[src/rtl/fetch_buffer.sv]
// fetch_buffer: captures a free-running synchronous ROM stream into a small
// FIFO, tagging each word with the address that produced it.
// Optional feature: define FETCH_BUFFER_DROP_CNT_EN to count dropped words
// in drop_cnt (saturating at 255); otherwise drop_cnt is tied to zero.
module fetch_buffer #(
  parameter int unsigned DEPTH  = 4,
  parameter int unsigned DATA_W = 32
) (
  input  logic                     clk,
  input  logic                     rst_n,
  input  logic [7:0]               read_addr,
  input  logic [DATA_W-1:0]        rom_dout,
  output logic                     out_valid,
  input  logic                     out_ready,
  output logic [DATA_W-1:0]        out_data,
  output logic [7:0]               out_addr,
  output logic [$clog2(DEPTH):0]   count,
  output logic                     overflow,
  output logic [7:0]               drop_cnt
);

  localparam int unsigned PTR_W = $clog2(DEPTH);
  localparam int unsigned CNT_W = PTR_W + 1;

  logic [7:0]        r_addr_d;
  logic              r_wr_en;
  logic [PTR_W-1:0]  r_rd_ptr;
  logic [PTR_W-1:0]  r_wr_ptr;
  logic [CNT_W-1:0]  r_count;
  logic              r_overflow;

  logic [DATA_W-1:0] r_mem_data [DEPTH];
  logic [7:0]        r_mem_addr [DEPTH];

  logic w_full;
  logic w_pop;
  logic w_push;
  logic w_drop;

  // A full FIFO still accepts a push when the head leaves on the same edge.
  assign w_full = (r_count == CNT_W'(DEPTH));
  assign w_pop  = (r_count != '0) && out_ready;
  assign w_push = r_wr_en && (!w_full || w_pop);
  assign w_drop = r_wr_en && w_full && !w_pop;

  assign out_valid = (r_count != '0);
  assign out_data  = r_mem_data[r_rd_ptr];
  assign out_addr  = r_mem_addr[r_rd_ptr];
  assign count     = r_count;
  assign overflow  = r_overflow;

  // Address delay aligns the tag with the ROM's registered output; wr_en
  // holds off the first push until the ROM has produced a valid word.
  always_ff @(posedge clk or negedge rst_n) begin
    if (!rst_n) begin
      r_addr_d <= '0;
      r_wr_en  <= 1'b0;
    end else begin
      r_addr_d <= read_addr;
      r_wr_en  <= 1'b1;
    end
  end

  // Pointer, occupancy and sticky overflow bookkeeping.
  always_ff @(posedge clk or negedge rst_n) begin
    if (!rst_n) begin
      r_rd_ptr   <= '0;
      r_wr_ptr   <= '0;
      r_count    <= '0;
      r_overflow <= 1'b0;
    end else begin
      if (w_push) r_wr_ptr <= r_wr_ptr + PTR_W'(1);
      if (w_pop)  r_rd_ptr <= r_rd_ptr + PTR_W'(1);
      case ({w_push, w_pop})
        2'b10:   r_count <= r_count + CNT_W'(1);
        2'b01:   r_count <= r_count - CNT_W'(1);
        default: r_count <= r_count;
      endcase
      if (w_drop) r_overflow <= 1'b1;
    end
  end

  // Storage is not reset; its contents are only observed while out_valid=1.
  always_ff @(posedge clk) begin
    if (w_push) begin
      r_mem_data[r_wr_ptr] <= rom_dout;
      r_mem_addr[r_wr_ptr] <= r_addr_d;
    end
  end

`ifdef FETCH_BUFFER_DROP_CNT_EN
  logic [7:0] r_drop_cnt;

  // Saturating count of dropped words.
  always_ff @(posedge clk or negedge rst_n) begin
    if (!rst_n) begin
      r_drop_cnt <= '0;
    end else if (w_drop && (r_drop_cnt != '1)) begin
      r_drop_cnt <= r_drop_cnt + 8'd1;
    end
  end

  assign drop_cnt = r_drop_cnt;
`else
  assign drop_cnt = '0;
`endif

endmodule

[config.mk]
export PLATFORM = sky130hd
export DESIGN_NAME = fetch_buffer
export DESIGN_NICKNAME = d
export VERILOG_FILES = /design/src/rtl/fetch_buffer.sv
export SDC_FILE = /design/constraint.sdc
export NUM_CORES = 1
export LEC_CHECK = 0
export CAP_MARGIN = 20
export CORE_ASPECT_RATIO = 0.6
export CORE_UTILIZATION = 45
export DETAILED_ROUTE_END_ITERATION = 12
export HOLD_SLACK_MARGIN = 0.1
export PLACE_DENSITY = 0.68
export SYNTH_ARGS = -nofsm -noshare
export SYNTH_HDL_FRONTEND = slang
export SYNTH_SLANG_ARGS = --single-unit
[constraint.sdc]
create_clock -name clk -period 3 [get_ports clk]
set_input_delay 0.3 -clock clk [delete_from_list [all_inputs] [get_ports clk]]
set_output_delay 0.3 -clock clk [all_outputs]
set_load 0.01 [all_outputs]
---- Yosys cells after proc, flatten, opt, wreduce, memory -nomap -nowiden ----
Memory sizes are Yosys's and may differ from the RTL's.
Cells that the tools add are included.
cells by class
  add/subtract/negate cells ............... 4
  eq/ne operators ......................... 3
  muxes and demuxes ....................... 3
  reductions and logical operators ........ 9
operators by type and width
  kind                                                                    count
  3-bit one-hot mux with 2 select lines                                   1
  2-bit by 1-bit adder with 2-bit output (second input constant)          2
  1-bit logical AND                                                       4
  3-bit by 1-bit adder with 3-bit output (second input constant)          1
  3-bit equality test (second input constant)                             1
  3-bit nonzero test                                                      1
  3-bit by 1-bit subtractor with 3-bit output (second input constant)     1
  2-bit by 1-bit equality test with 1-bit output (second input constant)  1
  2-bit equality test (second input constant)                             1
  1-bit logical NOT                                                       2
  1-bit two-way mux                                                       2
  2-bit nonzero test                                                      1
  1-bit logical OR                                                        1
word-level totals
  flip-flop bits (word level) ............. 17
  RAM bits ................................ 160
  input bits .............................. 43
  output and inout bits ................... 53
  memories ................................ 2
memory list
  memory      words  width  rd ports  clocked after Yosys merged registers in  write ports  line  RTL
  r_mem_data  4      32     1         0                                        1            32    logic [DATA_W-1:0] r_mem_data [DEPTH];
  r_mem_addr  4      8      1         0                                        1            33    logic [7:0] r_mem_addr [DEPTH];

---- Logic depth before layout (Yosys ltp) ----
  depth in word-level cells ............... 6
  mapped depth ............................ 7

---- Worst setup path before layout ----
No wires, ideal clock.
  kind .................................... register to register
  start ................................... register r_count[0], in the netlist count[0]
  end ..................................... memory r_mem_addr[0][0], enable pin
  setup time .............................. 401 ps
  data arrival time ....................... 1821 ps
  setup slack ............................. 778 ps
  stages on the path, launching flop included .. 4
  period minus slack after synthesis ...... 2222 ps
  cells stage by stage .................... dfrtp_1 -> nor2_1 -> a31oi_4 -> and2_1
on the way
  cells in the longest elaborated chain, start to end .. 6
  elaborated cells on any way between the ends .. 8
  classes of those cells .................. eq/ne: 1; mux: 2; reduce/logical: 5
RTL lines
  element                                                    line    RTL
  start: declaration                                         29      logic [CNT_W-1:0] r_count;
  start signal: assignment                                   75      2'b10: r_count <= r_count + CNT_W'(1);
  start signal: assignment                                   76      2'b01: r_count <= r_count - CNT_W'(1);
  start signal: assignment                                   77      default: r_count <= r_count;
  3-bit equality test or 3-bit nonzero test (tied branches)  41, 42
  1-bit logical NOT or 1-bit logical AND (tied branches)     43, 42
  1-bit logical OR *                                         43      assign w_push = r_wr_en && (!w_full || w_pop);
  1-bit logical AND *                                        43
  1-bit two-way mux *                                        85      if (w_push) begin
  1-bit two-way mux (not written as such) *                  87      r_mem_addr[r_wr_ptr] <= r_addr_d;
  end: declaration                                           33
Every way passes the cells marked *; elsewhere a longest branch is shown, timed or not.

---- Worst setup path in the final report ----
  start ................................... register r_rd_ptr[0]
  end ..................................... output port out_data[14]
on the way
  cells in the longest elaborated chain, start to end .. 1
RTL lines
  element                   line  RTL
  start: declaration        27    logic [PTR_W-1:0] r_rd_ptr;
  start signal: assignment  73    if (w_pop) r_rd_ptr <= r_rd_ptr + PTR_W'(1);
  memory read 4 x 32 bit    -
  end: declaration          15    output logic [DATA_W-1:0] out_data,
No other way between the ends.

==> metrics.txt <==
run status=complete, no violations; Die H=96.3 µm; peak supply drop=around 0.0005 V; maximum level of the CTS H-tree=4; via count=3039; antenna violations before repair=0; width of the chip=between 150 and 200 µm; starting utilization of the core area=0.461; row cnt=34; reported leakage power=2.84 nW; vias per inst=5.10; area share of the largest cell type after synthesis=0.721; setup repair after global routing missed its margin=no; cell with the most instances after synthesis=edfxtp_1; # IOs=96; Post-Route Setup TNS=0 ns; placeable core region=14500 µm²; register-to-register setup slack=a little under 0.9 ns; final weighted congestion in routability-driven placement=about 0.70; Worst Path Max Fanout=42; number of buffers inserted by post-CTS setup repair=0; cell taking the most area after synthesis=edfxtp_1; worst-path cell chain=buf_12 > mux4_1 > clkdlybuf4s50_1; Commonest cells post-synth=edfxtp_1 (160), mux4_2 (27), dfrtp_1 (17); EDFF count, synth=160; average cell area after synthesis=23.7 µm²; placed inst area=7840 µm²; buffer and inverter count on the worst path=2; path category of the worst min-delay check=input pin to flip-flop; remaining global-route overflow=0; critical path launch point=r_rd_ptr[0]; final standard cell utilization of the core=0.581; longest individual stage delay on the worst path=0.63 ns; crit path DAT=2.26 ns; maximum operating frequency=0.391 GHz; share of the clock period used by the worst path=0.852; sequential fraction of the synthesis area=0.785; wire length of the first global-routing pass=approximately 17000 µm; fraction of final layout cells sized beyond drive strength 1=0.196; Die ar.=approximately 15000 µm²; type of the worst setup path=flip-flop to output port; TritonRoute pass-1 iters=4; crit end category=output port; clock transition at the register clock pins on the worst setup and hold paths after CTS=0.07 ns; post-cts gate resize count=0; source of the worst register-to-register timing path=count[2]; fraction of registers with async set/reset=0.0960; primary flip-flop cell chosen by synthesis mapping=edfxtp_1; Hold Startpoint=read_addr[7]; Max Clock Skew=0.0145 ns; Unique masters post-synth=32; Final min period=2.56 ns; Layout Cell Area excl Fill=around 8400 µm²; clock tree from TritonCTS=done; count of clock tree sinks=177; number of antenna repair diodes=0; dominant delay contributor by cell family on the critical path=buffers and inverters; pin count of the biggest net entering global routing=43; Mapped Cells=281; vias in the first global route=approximately 3.1k; max-capacitance violation count=0; number of buffers inserted during clock tree synthesis=17; CTS Root Buffer Type=clkbuf_16; minimum setup slack after placement=0.531 ns; relative slew slack=0.420; DRC marker count from the first detailed-route iteration=163; Post-route DRC=0; path depth of the worst reg2reg path=6; count of final max-slew check failures=0; post-route worst hold slack=0.325 ns; number of placed instances with taps included=564; final cell count without fillers=596; final setup vio count=0; post-detailed-route count of antenna-violating nets=0; FF+latch count, synth=177; Max clock buf depth=2; area grow syn2layout=26.1%; Worst Hold End=r_addr_d[7]; PD cells=slightly below 1000 nW/µm²; final worst slack=between 0.4 and 0.5 ns; Reg-to-Reg End=count[2]; library cell contributing the largest single delay on the critical path=mux4_1; count of buffers inserted at the top-level ports=87; synth top area cells=edfxtp_1 (72%), mux4_2 (9.1%), dfrtp_1 (6.4%); dpl hpwl=7280 µm; clk_lat worst skew=0.41 ns; warnings from Yosys=0; detailed-route wire length per cell=19.2 µm; actual slew at the worst max-slew pin=0.868 ns; GR Util All Layers=0.160; synthesized cell area=6660 µm²; endpoints failing hold=0; number of nets in the finished design=approximately 430; cell count of the worst hold path=1; quantity of hold-fixing buffers added after cts=0; Data required, critical path=2.70 ns; Overall Power=8.13 mW; final wirelength=between 10000 and 15000 µm; type of element launching the critical path=flip-flop
final cells by class:
class                   instances  area, µm²
clock buffers                  17        425
multi-input cells              85       1290
clock inverters                15        139
inverters                       6       22.5
well taps                     198        248
fillers                      1063       6060
repair buffers                 98       1040
flip-flops and latches        177       5230
sequential cells by signal, indices dropped and copies added (netlist names):
name        count
r_mem_addr     32
r_mem_data    128
r_wr_en         1
r_addr_d        8
overflow        1
r_rd_ptr        2
r_wr_ptr        2
count           3
logic make-up after synthesis:
logic type                 count (synthesis)  synth area share
xor gates and xnor gates                   5           0.00657
buffers and inverters                     26            0.0259
adders and majority gates                  5            0.0105
and+or+nand+nor                           16            0.0141
AOI/OAI and AO/OA                          9            0.0126
muxes                                     41             0.144
DFF                                      177             0.785
other                                      2           0.00113
placed cells by master, fill, tap and decap left out, types with 2 or more instances in the layout:
cell / Yosys / routed
and2_2: 0 / 4
buf_12: 0 / 7
buf_4: 8 / 4
clkbuf_16: 0 / 17
clkdlybuf4s50_1: 0 / 87
conb_1: 2 / 9
dfrtp_1: 17 / 15
dfrtp_2: 0 / 2
edfxtp_1: 160 / 160
ha_1: 4 / 4
inv_1: 6 / 6
inv_6: 0 / 6
inv_8: 0 / 4
mux4_1: 13 / 13
mux4_2: 27 / 27
nand3_1: 3 / 3
nor2_1: 2 / 2
o211ai_1: 2 / 2
or3_1: 2 / 2
xnor2_1: 3 / 3
xor2_1: 2 / 2
layer usage:
layer	global-route usage	share of wire	up-vias
met5	0	0	-
met4	0.0481	0.0057	0
met3	0.0616	0.070	7
met2	0.244	0.45	81
met1	0.217	0.48	1584
li1	-	-	1367
where the power goes:
| part | switching, mW | leakage (nW) | internal [mW] |
|---|---|---|---|
| Combinational | 1.16 | 0.900 | 1.48 |
| Sequential | 0.199 | 1.66 | 3.22 |
| Clock | 0.977 | 0.278 | 1.10 |
worst max path at each step:
stage / to / slack [ns] / cells after the start
4_1_cts: out_data[14] / 0.41 / 3
6_report: out_data[14] / 0.44 / 3
3_5_place_dp: r_mem_addr[1][5] / 0.53 / 5
3_3_place_gp: r_mem_addr[1][5] / 0.58 / 5
2_1_floorplan: r_mem_addr[0][0] / 0.78 / 3
5_1_grt: out_data[3] / 0.35 / 3
Power figures use the tool's default switching activity.
